### src/rtl/mem_access_unit.sv
// mem_access_unit: byte/halfword/word load-store controller for a word-wide data memory.
// Sub-word stores use a read-modify-write pair; rejected requests finish with error and no access.
module mem_access_unit #(
    parameter int          DATA_WIDTH   = 32,
    parameter logic [31:0] BASE_ADDR    = 32'h1001_0000,
    parameter int          MEMORY_DEPTH = 1024
) (
    input  logic                  clk,
    input  logic                  reset,
    input  logic                  req,
    input  logic                  write,
    input  logic [1:0]            size,
    input  logic                  unsigned_ld,
    input  logic [31:0]           addr,
    input  logic [DATA_WIDTH-1:0] wdata,
    output logic                  busy,
    output logic                  done,
    output logic                  error,
    output logic [DATA_WIDTH-1:0] rdata,
    output logic                  MemWrite,
    output logic                  MemRead,
    output logic [31:0]           MemAddress,
    output logic [DATA_WIDTH-1:0] MemWriteData,
    input  logic [DATA_WIDTH-1:0] MemReadData
);
    localparam logic [2:0] IDLE = 3'd0, LOAD = 3'd1, STW = 3'd2, RMW_RD = 3'd3, RMW_WR = 3'd4, DONE = 3'd5;

    logic [2:0]            state, state_nx;
    logic [1:0]            size_q;
    logic                  uns_q, err_q;
    logic [31:0]           off, off_q;
    logic [DATA_WIDTH-1:0] wdata_q, merge_q, ld_val, mask, ins;
    logic                  bad, accept, active;
    logic [4:0]            sh;
    logic [7:0]            ld_b;
    logic [15:0]           ld_h;

    // addr below BASE_ADDR wraps to a huge offset and fails the depth check
    assign off    = addr - BASE_ADDR;
    assign bad    = size == 2'b11 || (size == 2'b01 && off[0]) || (size == 2'b10 && off[1:0] != 2'b00)
                    || off[31:2] >= 30'(MEMORY_DEPTH);
    assign accept = state == IDLE && req;

    assign state_nx = state == IDLE   ? (!req ? IDLE : bad ? DONE : !write ? LOAD : size == 2'b10 ? STW : RMW_RD) :
                      state == RMW_RD ? RMW_WR :
                      (state == LOAD || state == STW || state == RMW_WR) ? DONE : IDLE;

    assign sh     = {off_q[1:0], 3'b000};
    assign ld_b   = MemReadData[sh +: 8];
    assign ld_h   = off_q[1] ? MemReadData[31:16] : MemReadData[15:0];
    assign ld_val = size_q == 2'b00 ? {{24{~uns_q & ld_b[7]}}, ld_b} :
                    size_q == 2'b01 ? {{16{~uns_q & ld_h[15]}}, ld_h} : MemReadData;

    // replicate the store lane across the word, then let the shifted mask pick the target lane
    assign mask   = (size_q == 2'b00 ? 32'h0000_00FF : 32'h0000_FFFF) << sh;
    assign ins    = size_q == 2'b00 ? {4{wdata_q[7:0]}} : {2{wdata_q[15:0]}};
    assign active = state == LOAD || state == STW || state == RMW_RD || state == RMW_WR;

    assign busy         = state != IDLE;
    assign done         = state == DONE;
    assign error        = done & err_q;
    assign MemRead      = state == LOAD || state == RMW_RD;
    assign MemWrite     = state == STW || state == RMW_WR;
    assign MemAddress   = active ? BASE_ADDR + {2'b00, off_q[31:2]} : BASE_ADDR;
    assign MemWriteData = state == STW ? wdata_q : state == RMW_WR ? (merge_q & ~mask) | (ins & mask) : '0;

    always_ff @(posedge clk or negedge reset) begin
        if (!reset) begin
            state   <= IDLE;
            size_q  <= '0;
            uns_q   <= 1'b0;
            err_q   <= 1'b0;
            off_q   <= '0;
            wdata_q <= '0;
            merge_q <= '0;
            rdata   <= '0;
        end else begin
            state <= state_nx;
            if (accept) begin
                size_q  <= size;
                uns_q   <= unsigned_ld;
                off_q   <= off;
                wdata_q <= wdata;
                err_q   <= bad;
            end
            if (state == LOAD) rdata <= ld_val;
            if (state == RMW_RD) merge_q <= MemReadData;
        end
    end
endmodule

### config.mk
export PLATFORM = sky130hd
export DESIGN_NAME = mem_access_unit
export DESIGN_NICKNAME = d
export VERILOG_FILES = /design/src/rtl/mem_access_unit.sv
export SDC_FILE = /design/constraint.sdc
export NUM_CORES = 1
export LEC_CHECK = 0
export ABC_AREA = 1
export BUFFER_PORTS_ARGS = -buffer_cell sky130_fd_sc_hd__buf_2
export CAP_MARGIN = 20
export CORE_UTILIZATION = 40
export DETAILED_ROUTE_END_ITERATION = 8
export GPL_ROUTABILITY_DRIVEN = 0
export MAX_ROUTING_LAYER = met4
export PLACE_DENSITY_LB_ADDON = 0.08
export SLEW_MARGIN = 10
export SYNTH_ARGS = -nofsm -noshare
export SYNTH_HDL_FRONTEND = slang
export SYNTH_SLANG_ARGS = --single-unit
### constraint.sdc
create_clock -name clk -period 2.6 [get_ports clk]
set_input_delay 0 -clock clk [delete_from_list [all_inputs] [get_ports clk]]
set_output_delay 0 -clock clk [all_outputs]
set_load 0.05 [all_outputs]
-- Word level (Yosys, flattened, before mapping)
Index checks and enable logic that the tools add are counted.
- register bits: 135
- input port bits: 103
- output and inout port bits: 101
- word-level logic and storage cells: 61
- $add $sub $neg: 2
- magnitude comparators: 1
- equality and inequality tests: 9
- shift-type cells: 2
- mux-type cells: 15
- bitwise gates (word level): 8
- reductions and logical operators: 16
- operators by type and width (operator ; number):
    2-to-1 mux 32 bit ; 5
    bitwise AND 32 bit ; 2
    2-to-1 mux 16 bit ; 2
    inverter 32 bit ; 1
    bitwise OR 32 bit ; 1
    indexed part select 32 x 6 -> 8 bit ; 1
    << shifter 16 x 5 -> 32 bit ; 1
    subtractor 32 x 29 -> 32 bit (second input constant) ; 1
    adder 29 x 30 -> 31 bit (first input constant) ; 1
    2-to-1 mux 31 bit ; 1
    >= comparator 30 x 11 -> 1 bit (second input constant) ; 1
    2-to-1 mux 3 bit ; 5
    logical OR 1 bit ; 9
    == test 3 x 2 -> 1 bit (second input constant) ; 2
    == test 3 bit (second input constant) ; 2
    == test 2 x 1 -> 1 bit (second input constant) ; 2
    == test 2 bit (second input constant) ; 2
    bitwise AND 1 bit ; 3
    == test 3 x 1 -> 1 bit (second input constant) ; 1
    logical AND 1 bit ; 3
    logical NOT 3 bit ; 1
    nonzero test 3 bit ; 1
    logical NOT 2 bit ; 1
    2-to-1 mux 2 bit ; 1
    other kinds (3) ; 3

-- Logic depth before layout (Yosys ltp)
Gate-level depths: netlist of the first run.
- depth in word-level cells: 8
- gate-level depth with buffers: 14
- mapped depth without buffers: 14

-- Worst setup path before layout of the first run
No wires, ideal clock.
- kind: register -> output
- from: register size_q[1]
- to: output MemWriteData[16]
- arrival time: 2303 ps
- data required time: 2600 ps
- slack: 297 ps
- cell stages (with the launch flop): 9
- path buffers: 1
- cells stage by stage: dfrtp_1 buf_2 nor2_4 inv_1 nand3_1 o21ai_2 inv_1 nor2_1 o21ai_0
- longest elaborated chain between the ends: 8
- elaborated cells on any way between the ends: 9
- those cells by class: 1 x shift; 3 x mux; 4 x bitwise; 1 x reduce/logical
- RTL lines (item ; RTL line ; RTL):
    start, declared ; 29 ; logic [1:0] size_q;
    start signal, assigned ; 80 ; size_q <= size;
    logical NOT 2 bit * ; 55 ; assign mask = (size_q == 2'b00 ? 32'h0000_00FF : 32'h0000_FFFF) << sh;
    2-to-1 mux 16 bit * ; 55 ;
    << shifter 16 x 5 -> 32 bit * ; 55 ;
    inverter 32 bit ; 65 ; assign MemWriteData = state == STW ? wdata_q : state == RMW_WR ? (merge_q & ~mask) | (ins & mask) : '0;
    bitwise AND 32 bit ; 65 ;
    bitwise OR 32 bit * ; 65 ;
    2-to-1 mux 32 bit * (2 in series) ; 65 ;
    end, declared ; 23 ; output logic [DATA_WIDTH-1:0] MemWriteData,
Every way passes the cells marked *; elsewhere a longest branch is shown, timed or not.

-- Worst setup path in the final report of the first run
- from: register off_q[1]
- to: output MemWriteData[28]
- longest elaborated chain between the ends: 6
- elaborated cells on any way between the ends: 7
- those cells by class: 1 x shift; 2 x mux; 4 x bitwise
- RTL lines (item ; RTL line ; RTL):
    start, declared ; 31 ; logic [31:0] off, off_q;
    start signal, assigned ; 73 ; off_q <= '0;
    start signal, assigned ; 82 ; off_q <= off;
    << shifter 16 x 5 -> 32 bit * ; 55 ;
    inverter 32 bit ; 65 ;
    bitwise AND 32 bit ; 65 ;
    bitwise OR 32 bit * ; 65 ;
    2-to-1 mux 32 bit * (2 in series) ; 65 ;
Marks and branches as above.

==> results.md, run 1 <==
* DRC viols at 0
* Register area share after synthesis at 46.6%
* Synth Net Count at 1083
* Tot GR Track Use at 26.9%
* CP max-delay cell: dfrtp_1
* Post-synth ARST share at 100%
* Number of synthesized register bits at 135
* DR vias at roughly 7400
* Largest net degree at the start of global routing at roughly 70
* Clk sinks at roughly 140
* Simple-gate area share of the yosys netlist at 25.0%
* Starting Density at 41.5%
* Fmax at 410 MHz
* # Max-Cap Violations at 0
* Pre-CTS WS at 0.528 ns
* Via density at 4.92
* Final net count at 1375
* 1st-pass router iterations at 6
* IO buf count at 202
* Static leakage at 5.18 nW
* Most numerous cell in the Yosys netlist: nand2_1
* Die ar. at 18700 µm²
* Initial antenna violation count at 0
* Setup TNS at 0 ns
* Largest family of logic cells by synthesized area: simple AND/OR/NAND/NOR gates
* Post-synth EDFFs at 0
* PwrDens at between 1000 and 1500 nW/µm²
* Drt wl/cell at 15.7 µm
* Yosys cell types at 40
* Layout Area Growth over Synthesis at 40.0%
* RSZ-0062 raised after global routing: false
* Top cells by area, synth: dfrtp_1, nand2_1, o21ai_0
* Clk_lat worst skew at ~0.42 ns
* Yosys Warn Count at 0
* Primary FF master, synth: dfrtp_1
* Critical Path RT at 2.60 ns
* Critical Path Sink Type: output port
* Longest Clk Path Bufs at 2
* Cell repeated most along the worst path: o21ai_0
* WHS at 0.00146 ns
* Placed Cells at 1373
* CTS tree: done
* Routed Antenna Nets at 0
* Vias in the first global route at around 6900
* # rows at between 40 and 50
* Critical path fanouts, max at 16
* # diodes at 0
* Clock Skews at 0.00829 ns
* Pwr Total at 13.6 mW
* Critical Path Max Stage Delay at around 0.63 ns
* Mapped Avg Cell Area at about 7.4 µm²
* # IOs at 204
* Grt ovf at 0
* Cell accounting for the most synthesized area: dfrtp_1
* Max-slew violations at 0
* Post-Synthesis Cells at a little under 1000
* Core area at 17500 µm²
* Total CTS buffers at 17
* Synth top cells by count: nand2_1, o21ai_0, dfrtp_1, inv_1, nor2_1
* CP Data Arrival Time at 2.44 ns
* Synth Area in Adders at 0.517%
* H-Tree Depth at 4
* XOR/XNOR share of the synthesized area at less than 1%
* Crit path max-delay family: buffers and inverters
* Slew @ Worst Pin at 0.672 ns
* Post-synthesis cell area at 7250 µm²
* Crit path cell chain: clkinvlp_4 -> a21oi_1 -> buf_4 -> o21ai_0 -> o21ai_0 -> buf_2
* HPWL after DPL at 16500 µm
* CP Buf/Inv Count at 3
* Final period util at 93.7%
* Initial DRC Count at 590
* Root buffer cell: clkbuf_16
* Layout cells sized above 1 at 22.3%
* Die extent in x at about 140 µm
* Multiplexer area fraction after synthesis at 1.40%
* VDD IR-drop max at roughly 0.88 mV
* Startpoint Class: register
* Hold Crit Class: in2reg
* Outcome: finished clean
* Reg clk slew, reported paths at 0.06 ns
* Final Hold Viols at 0
* First-pass GRT wire length at 36600 µm
* Post-synthesis compound-gate area fraction at 17.6%
* Non-filler cells, final at 1507
* Post-synth top area share at 46.6%
* Slew headroom at 55.2%
* Final WS setup at 0.163 ns
* Fin crit period at 2.44 ns
* Routed wire length at roughly 24000 µm
* Worst setup path class: reg2out
* Setup violators final at 0
* Die Y at 137 µm
cells by family (layout without fill, tap and decap cells):
kind of cell	after synthesis	in the layout
multiplexers	9	9
XOR/XNOR	2	2
AO/OA/AOI/OAI	231	231
adder cells (fa/ha/maj)	3	3
flip-flops	135	135
buffers and inverters	157	461
other	1	1
AND/OR/NAND/NOR	439	440
cell usage in the layout, fill, tap and decap left out, types with 36 or more instances in the layout:
| cell type | count |
|---|---|
| buf_2 | 201 |
| nand3_1 | 49 |
| o21ai_0 | 148 |
| inv_1 | 103 |
| nor2_1 | 64 |
| dlygate4sd3_1 | 99 |
| dfrtp_1 | 135 |
| a21oi_1 | 36 |
| nand2_1 | 296 |
worst reg2reg max path, delay by kind of cell (launching register included):
| family | cells | cell delay [ns] |
|---|---|---|
| simple gates | 3 | 0.70 |
| flops | 1 | 0.63 |
| compound gates | 3 | 0.60 |
stage by stage:
stage | utilization (%) | cell area, µm²
finish | 58.1 | 10200
global placement | 48.5 | 8480
detailed placement | 48.5 | 8480
global route | 58.1 | 10200
CTS | 57.8 | 10100
floorplan | - | 7250
final cells by class:
class | instances | area, µm²
Clock buffer | 19 | 433
Tap cell | 225 | 282
Multi-Input combinational cell | 686 | 3290
Inverter | 110 | 417
Sequential cell | 135 | 3380
Clock inverter | 13 | 204
Fill cell | 1647 | 7320
Timing Repair Buffer | 319 | 2160
where the power goes:
group / leakage [nW] / switching, mW / internal, mW
clock: 0.299 / 0.928 / 1.70
combinational: 3.32 / 5.59 / 1.94
sequential: 1.56 / 0.532 / 2.90
total: 5.18 / 7.05 / 6.53
registers in the layout, summed over array words and instances, names as in the netlist:
| register | count |
|---|---|
| merge_q | 32 |
| off_q | 32 |
| rdata | 32 |
| wdata_q | 32 |
| state | 3 |
| size_q | 2 |
| err_q | 1 |
| uns_q | 1 |
layer usage:
| metal | global-route usage [%] | vias up | wire [µm] |
|---|---|---|---|
| li1 | - | 3743 | - |
| met1 | 39.1 | 3396 | 11600 |
| met2 | 39.0 | 262 | 10500 |
| met3 | 5.37 | 14 | 1490 |
| met4 | 4.81 | 0 | 127 |
| met5 | - | - | 0 |
worst paths after layout:
kind	startpoint	endpoint	slack (ns)	cells after the start
worst min register to register	err_q$_DFFE_PN0P_	err_q$_DFFE_PN0P_	0.47	2
min in group asynchronous	reset	wdata_q[24]$_DFFE_PN0P_	0.14	2
worst max register to register	off_q[1]$_DFFE_PN0P_	rdata[25]$_DFFE_PN0P_	0.56	6
worst min-delay path	addr[17]	off_q[17]$_DFFE_PN0P_	0.001	4
max in group asynchronous	reset	off_q[20]$_DFFE_PN0P_	1.65	3
worst max-delay path	off_q[1]$_DFFE_PN0P_	MemWriteData[28]	0.16	6
timing repair:
action,in CTS,in global routing
hold endpoints to repair,184,0
buffers inserted,0,2
resized for setup,0,5
setup endpoints to repair,0,20
hold buffers,99,0
(Power assumes the default switching activity.)
==> inputs of run 2 (changes only) <==
Settings changed: CELL_PAD_IN_SITES_DETAIL_PLACEMENT from default to 0, CELL_PAD_IN_SITES_GLOBAL_PLACEMENT from default to 1, HOLD_SLACK_MARGIN from default to 0.15.
==> results.md, run 2 (same netlist as run 1, synthesis figures left out) <==
* Crit path max-delay family: simple AND/OR/NAND/NOR gates
* Worst setup path class: reg2out
* Most frequent cells in the layout: nand2_1, buf_2, o21ai_0
* Tot GR Track Use at 27.0%
* H-Tree Depth at 4
* # rows at 48
* Critical Path Sink Type: output port
* Final net count at 1397
* Clock Skews at 0.00892 ns
* RSZ-0062 raised after global routing: true
* CP max-delay cell: dfrtp_1
* Final period util at 95.8%
* Fin crit period at 2.49 ns
* VDD IR-drop max at approximately 0.8 mV
* Routed Antenna Nets at 0
* Layout cells sized above 1 at between 20% and 30%
* Reg-to-reg slack, setup at 0.17 ns
* Starting Density at 41.5%
* Cell repeated most along the worst path: nor2_1
* Reg clk slew, reported paths at 0.07 ns
* CTS tree: done
* CP Buf/Inv Count at 2
* PwrDens at 1290 nW/µm²
* Non-filler cells, final at approximately 1500
* IO buf count at 202
* Via density at 4.95
* Slew @ Worst Pin at 0.613 ns
* Grt ovf at 0
* HPWL after DPL at between 15000 and 20000 µm
* Filler cells at 1654
* Die ar. at 18700 µm²
* Initial antenna violation count at 0
* Die extent in x at between 100 and 150 µm
* Final Hold Viols at 0
* DR vias at 7567
* 1st-pass router iterations at 5
* Crit path cell chain: ha_1 -> nand4_1 -> nor2_1 -> nand2_1 -> nor2_1 -> inv_1 -> nor3_1 -> a31o_2 -> buf_2
* Fmax at 402 MHz
* Hold Crit Class: in2async
* Core area at 17500 µm²
* Commonest non-fill, non-tap cell in the layout: nand2_1
* Total CTS buffers at 17
* Longest Clk Path Bufs at 2
* DRC viols at 0
* # IOs at 204
* # diodes at 0
* Drt wl/cell at between 15 and 20 µm
* Clk_lat worst skew at 0.42 ns
* Slew headroom at slightly below 60%
* Layout Area Growth over Synthesis at 42.9%
* Startpoint Class: register
* Die Y at 137 µm
* Initial DRC Count at ~470
* Root buffer cell: clkbuf_16
* Placed Cells at 1371
* Critical path fanouts, max at 4
* CP Data Arrival Time at 2.49 ns
* Static leakage at 5.25 nW
* Routed wire length at 23700 µm
* First-pass GRT wire length at ~37000 µm
* Outcome: finished clean
* Setup violators final at 0
* Critical Path RT at 2.60 ns
* Setup TNS at 0 ns
* Clk sinks at 135
* Max-slew violations at 0
* Largest net degree at the start of global routing at 60
* Vias in the first global route at 7083
* Critical Path Max Stage Delay at 0.40 ns
* # Max-Cap Violations at 0
-- run 2: path summary, 6_finish.rpt --
check                           cells after the start             startpoint                      end
worst max register to register                      7     state[1]$_DFF_PN0_       state[1]$_DFF_PN0_
worst min register to register                      2   rdata[6]$_DFFE_PN0P_     rdata[6]$_DFFE_PN0P_
worst min-delay path                                3                  reset    off_q[31]$_DFFE_PN0P_
max in group asynchronous                           3                  reset    off_q[21]$_DFFE_PN0P_
worst max-delay path                                9  off_q[18]$_DFFE_PN0P_           MemAddress[28]
min in group clk                                    4              wdata[20]  wdata_q[20]$_DFFE_PN0P_
-- run 2: report_power, final --
part           switching, mW  internal [mW]
Combinational           5.61           2.00
Clock                  0.971           1.41
Sequential             0.514           2.90
Total                   7.09           6.31
-- run 2: worst register-to-register path: cells and delay by family, from the launching register on --
kind                   cells  cell delay (ns)
buffers and inverters      3             1.36
flip-flops                 1             0.46
AND/OR/NAND/NOR            4             0.56
-- run 2: cell type report --
| class | count | area (µm²) | area share (%) |
|---|---|---|---|
| multi-input combinational | 686 | 3300 | 31.9 |
| sequential | 135 | 3380 | 32.6 |
| timing repair buffer | 341 | 2400 | 23.2 |
| tap | 225 | 282 | 2.72 |
| clock buffer | 17 | 425 | 4.10 |
| inverter | 110 | 419 | 4.04 |
| clock inverter | 15 | 153 | 1.47 |
-- run 2: metal layers --
metal,vias to the layer above,wire length (µm),GRT usage (%),part of all wire [%]
met3,11,1540,4.89,6.5
met4,0,174,5.19,0.73
met5,-,0,-,0
met1,3524,11600,39.5,49
li1,3776,-,-,-
met2,256,10400,38.9,44
-- run 2: stage by stage --
step | setup slack [ns] | total power [mW] | instance area, µm² | util, % | hold slack [ns]
3_5_place_dp | 0.512 | 10.8 | 8480 | 48.5 | -0.0411
6_report | 0.110 | 13.4 | 10400 | 59.3 | 0.151
3_3_place_gp | 0.530 | 10.7 | 8480 | 48.5 | -0.0425
5_1_grt | -0.0354 | 14.3 | 10400 | 59.3 | 0.179
2_1_floorplan | 0.297 | 8.94 | 7250 | - | -0.296
4_1_cts | 0.0310 | 13.3 | 10300 | 58.7 | 0.152
-- run 2: timing repair --
action                                  4_1_cts  5_1_grt
endpoints found under the setup margin        0       15
gates resized for setup                       0       18
setup buffers                                 0        5
hold buffers                                118        1
endpoints found under the hold margin       270        3
==> inputs of run 3 (changes only) <==
Settings changed: PLACE_DENSITY from default to 0.85, PLACE_DENSITY_LB_ADDON 0.08 to default, SKIP_CTS_REPAIR_TIMING from default to 1.
==> results.md, run 3 (same netlist as run 1, synthesis figures left out) <==
* Outcome: finished clean
* Total CTS buffers at 17
* Max-slew violations at 0
* RSZ-0062 raised after global routing: false
* Static leakage at between 5 and 6 nW
* CTS tree: done
* Layout cells sized above 1 at 22.0%
* Setup violators final at 0
* # diodes at 0
* Via density at about 5
* # Max-Cap Violations at 0
* Critical Path Sink Type: output port
* Placed Cells at 1371
* Longest Clk Path Bufs at 2
* Final net count at about 1400
* Clk_lat worst skew at 0.42 ns
* CP Data Arrival Time at 2.41 ns
* Core area at 17500 µm²
* 1st-pass router iterations at 5
* Slew @ Worst Pin at 0.616 ns
* First-pass GRT wire length at 34500 µm
* Fmax at 415 MHz
* Drt wl/cell at 15.7 µm
* IO buf count at 202
* Initial antenna violation count at 0
* H-Tree Depth at 4
* Non-filler cells, final at 1513
* Largest net degree at the start of global routing at 66
* Setup TNS at 0 ns
* Final period util at 92.6%
* Critical Path RT at 2.60 ns
* Starting Density at 41.5%
* Grt ovf at 0
* Hold Crit Class: in2async
* Clock Skews at around 0.011 ns
* Initial DRC Count at 628
* # IOs at between 200 and 250
* # rows at 48
* Worst setup path class: reg2out
* Worst-case reg-to-reg path depth at 7
* Root buffer cell: clkbuf_16
* DRC viols at 0
* Commonest non-fill, non-tap cell in the layout: nand2_1
* PwrDens at approximately 1300 nW/µm²
* Routed wire length at 23800 µm
* Most frequent cells in the layout: nand2_1, buf_2, o21ai_0
* Reg clk slew, reported paths at 0.06 ns
* Final Hold Viols at 0
* Critical path fanouts, max at 19
* Fin crit period at roughly 2.4 ns
* DR vias at 7561
* Slew headroom at 58.9%
* Die Y at 137 µm
* HPWL after DPL at 16900 µm
* Tot GR Track Use at 25.2%
* Clk sinks at approximately 140
* Layout Area Growth over Synthesis at 40.3%
* Startpoint Class: register
* Vias in the first global route at 6599
* Die extent in x at 137 µm
* Routed Antenna Nets at 0
* Die ar. at approximately 19000 µm²
* VDD IR-drop max at between 0.7 and 0.8 mV
run 3: where the power goes:
part	total (mW)	leakage, nW	internal [mW]	switching [mW]
Combinational	7.46	3.34	1.91	5.55
Clock	2.50	0.294	1.56	0.936
Sequential	3.47	1.56	2.90	0.571
Total	13.4	5.19	6.38	7.05
run 3: final cells by class:
class                           instances  area [µm²]
Fill cell                            1639        7300
Inverter                              110         413
Sequential cell                       135        3380
Clock inverter                         11         146
Clock buffer                           21         460
Multi-Input combinational cell        686        3270
Timing Repair Buffer                  325        2230
Tap cell                              225         282
run 3: path summary, 6_finish.rpt:
check                                        start                       to  slack [ns]
setup / recovery                state[1]$_DFF_PN0_            MemAddress[0]        0.19
hold / removal                               reset  wdata_q[21]$_DFFE_PN0P_        0.13
setup reg to reg                state[1]$_DFF_PN0_       state[1]$_DFF_PN0_        0.37
hold reg to reg            merge_q[19]$_DFFE_PN0P_  merge_q[19]$_DFFE_PN0P_        0.48
max in group asynchronous                    reset    rdata[16]$_DFFE_PN0P_        1.69
min in group clk                               req   wdata_q[8]$_DFFE_PN0P_        0.19
run 3: worst max-delay path, cell delays in order (launching register included):
cell	delay (ns)
dfrtp_1	0.46
nor2_1	0.31
nand2_4	0.20
nand2_2	0.22
inv_1	0.12
buf_4	0.22
nor2_1	0.15
buf_2	0.29
run 3: per-layer routing:
layer	global-route usage [%]	wire length (µm)	up-vias
met5	-	0	-
met4	7.35	520	0
met3	5.00	1390	51
met2	41.2	11700	265
met1	31.6	10200	3494
li1	-	-	3751
run 3: through the flow:
stage | instance area, µm² | hold WS (ns) | utilization, % | power, mW | setup slack (ns)
after floorplan | 7250 | -0.296 | - | 8.94 | 0.297
after global placement | 8460 | 0.0370 | 48.4 | 10.7 | 0.560
after detailed placement | 8460 | 0.0380 | 48.4 | 10.8 | 0.494
after CTS | 9070 | -0.406 | 51.9 | 13.3 | 0.0820
after global routing | 10200 | 0.199 | 58.2 | 14.2 | 0.0358
final | 10200 | 0.135 | 58.2 | 13.4 | 0.192
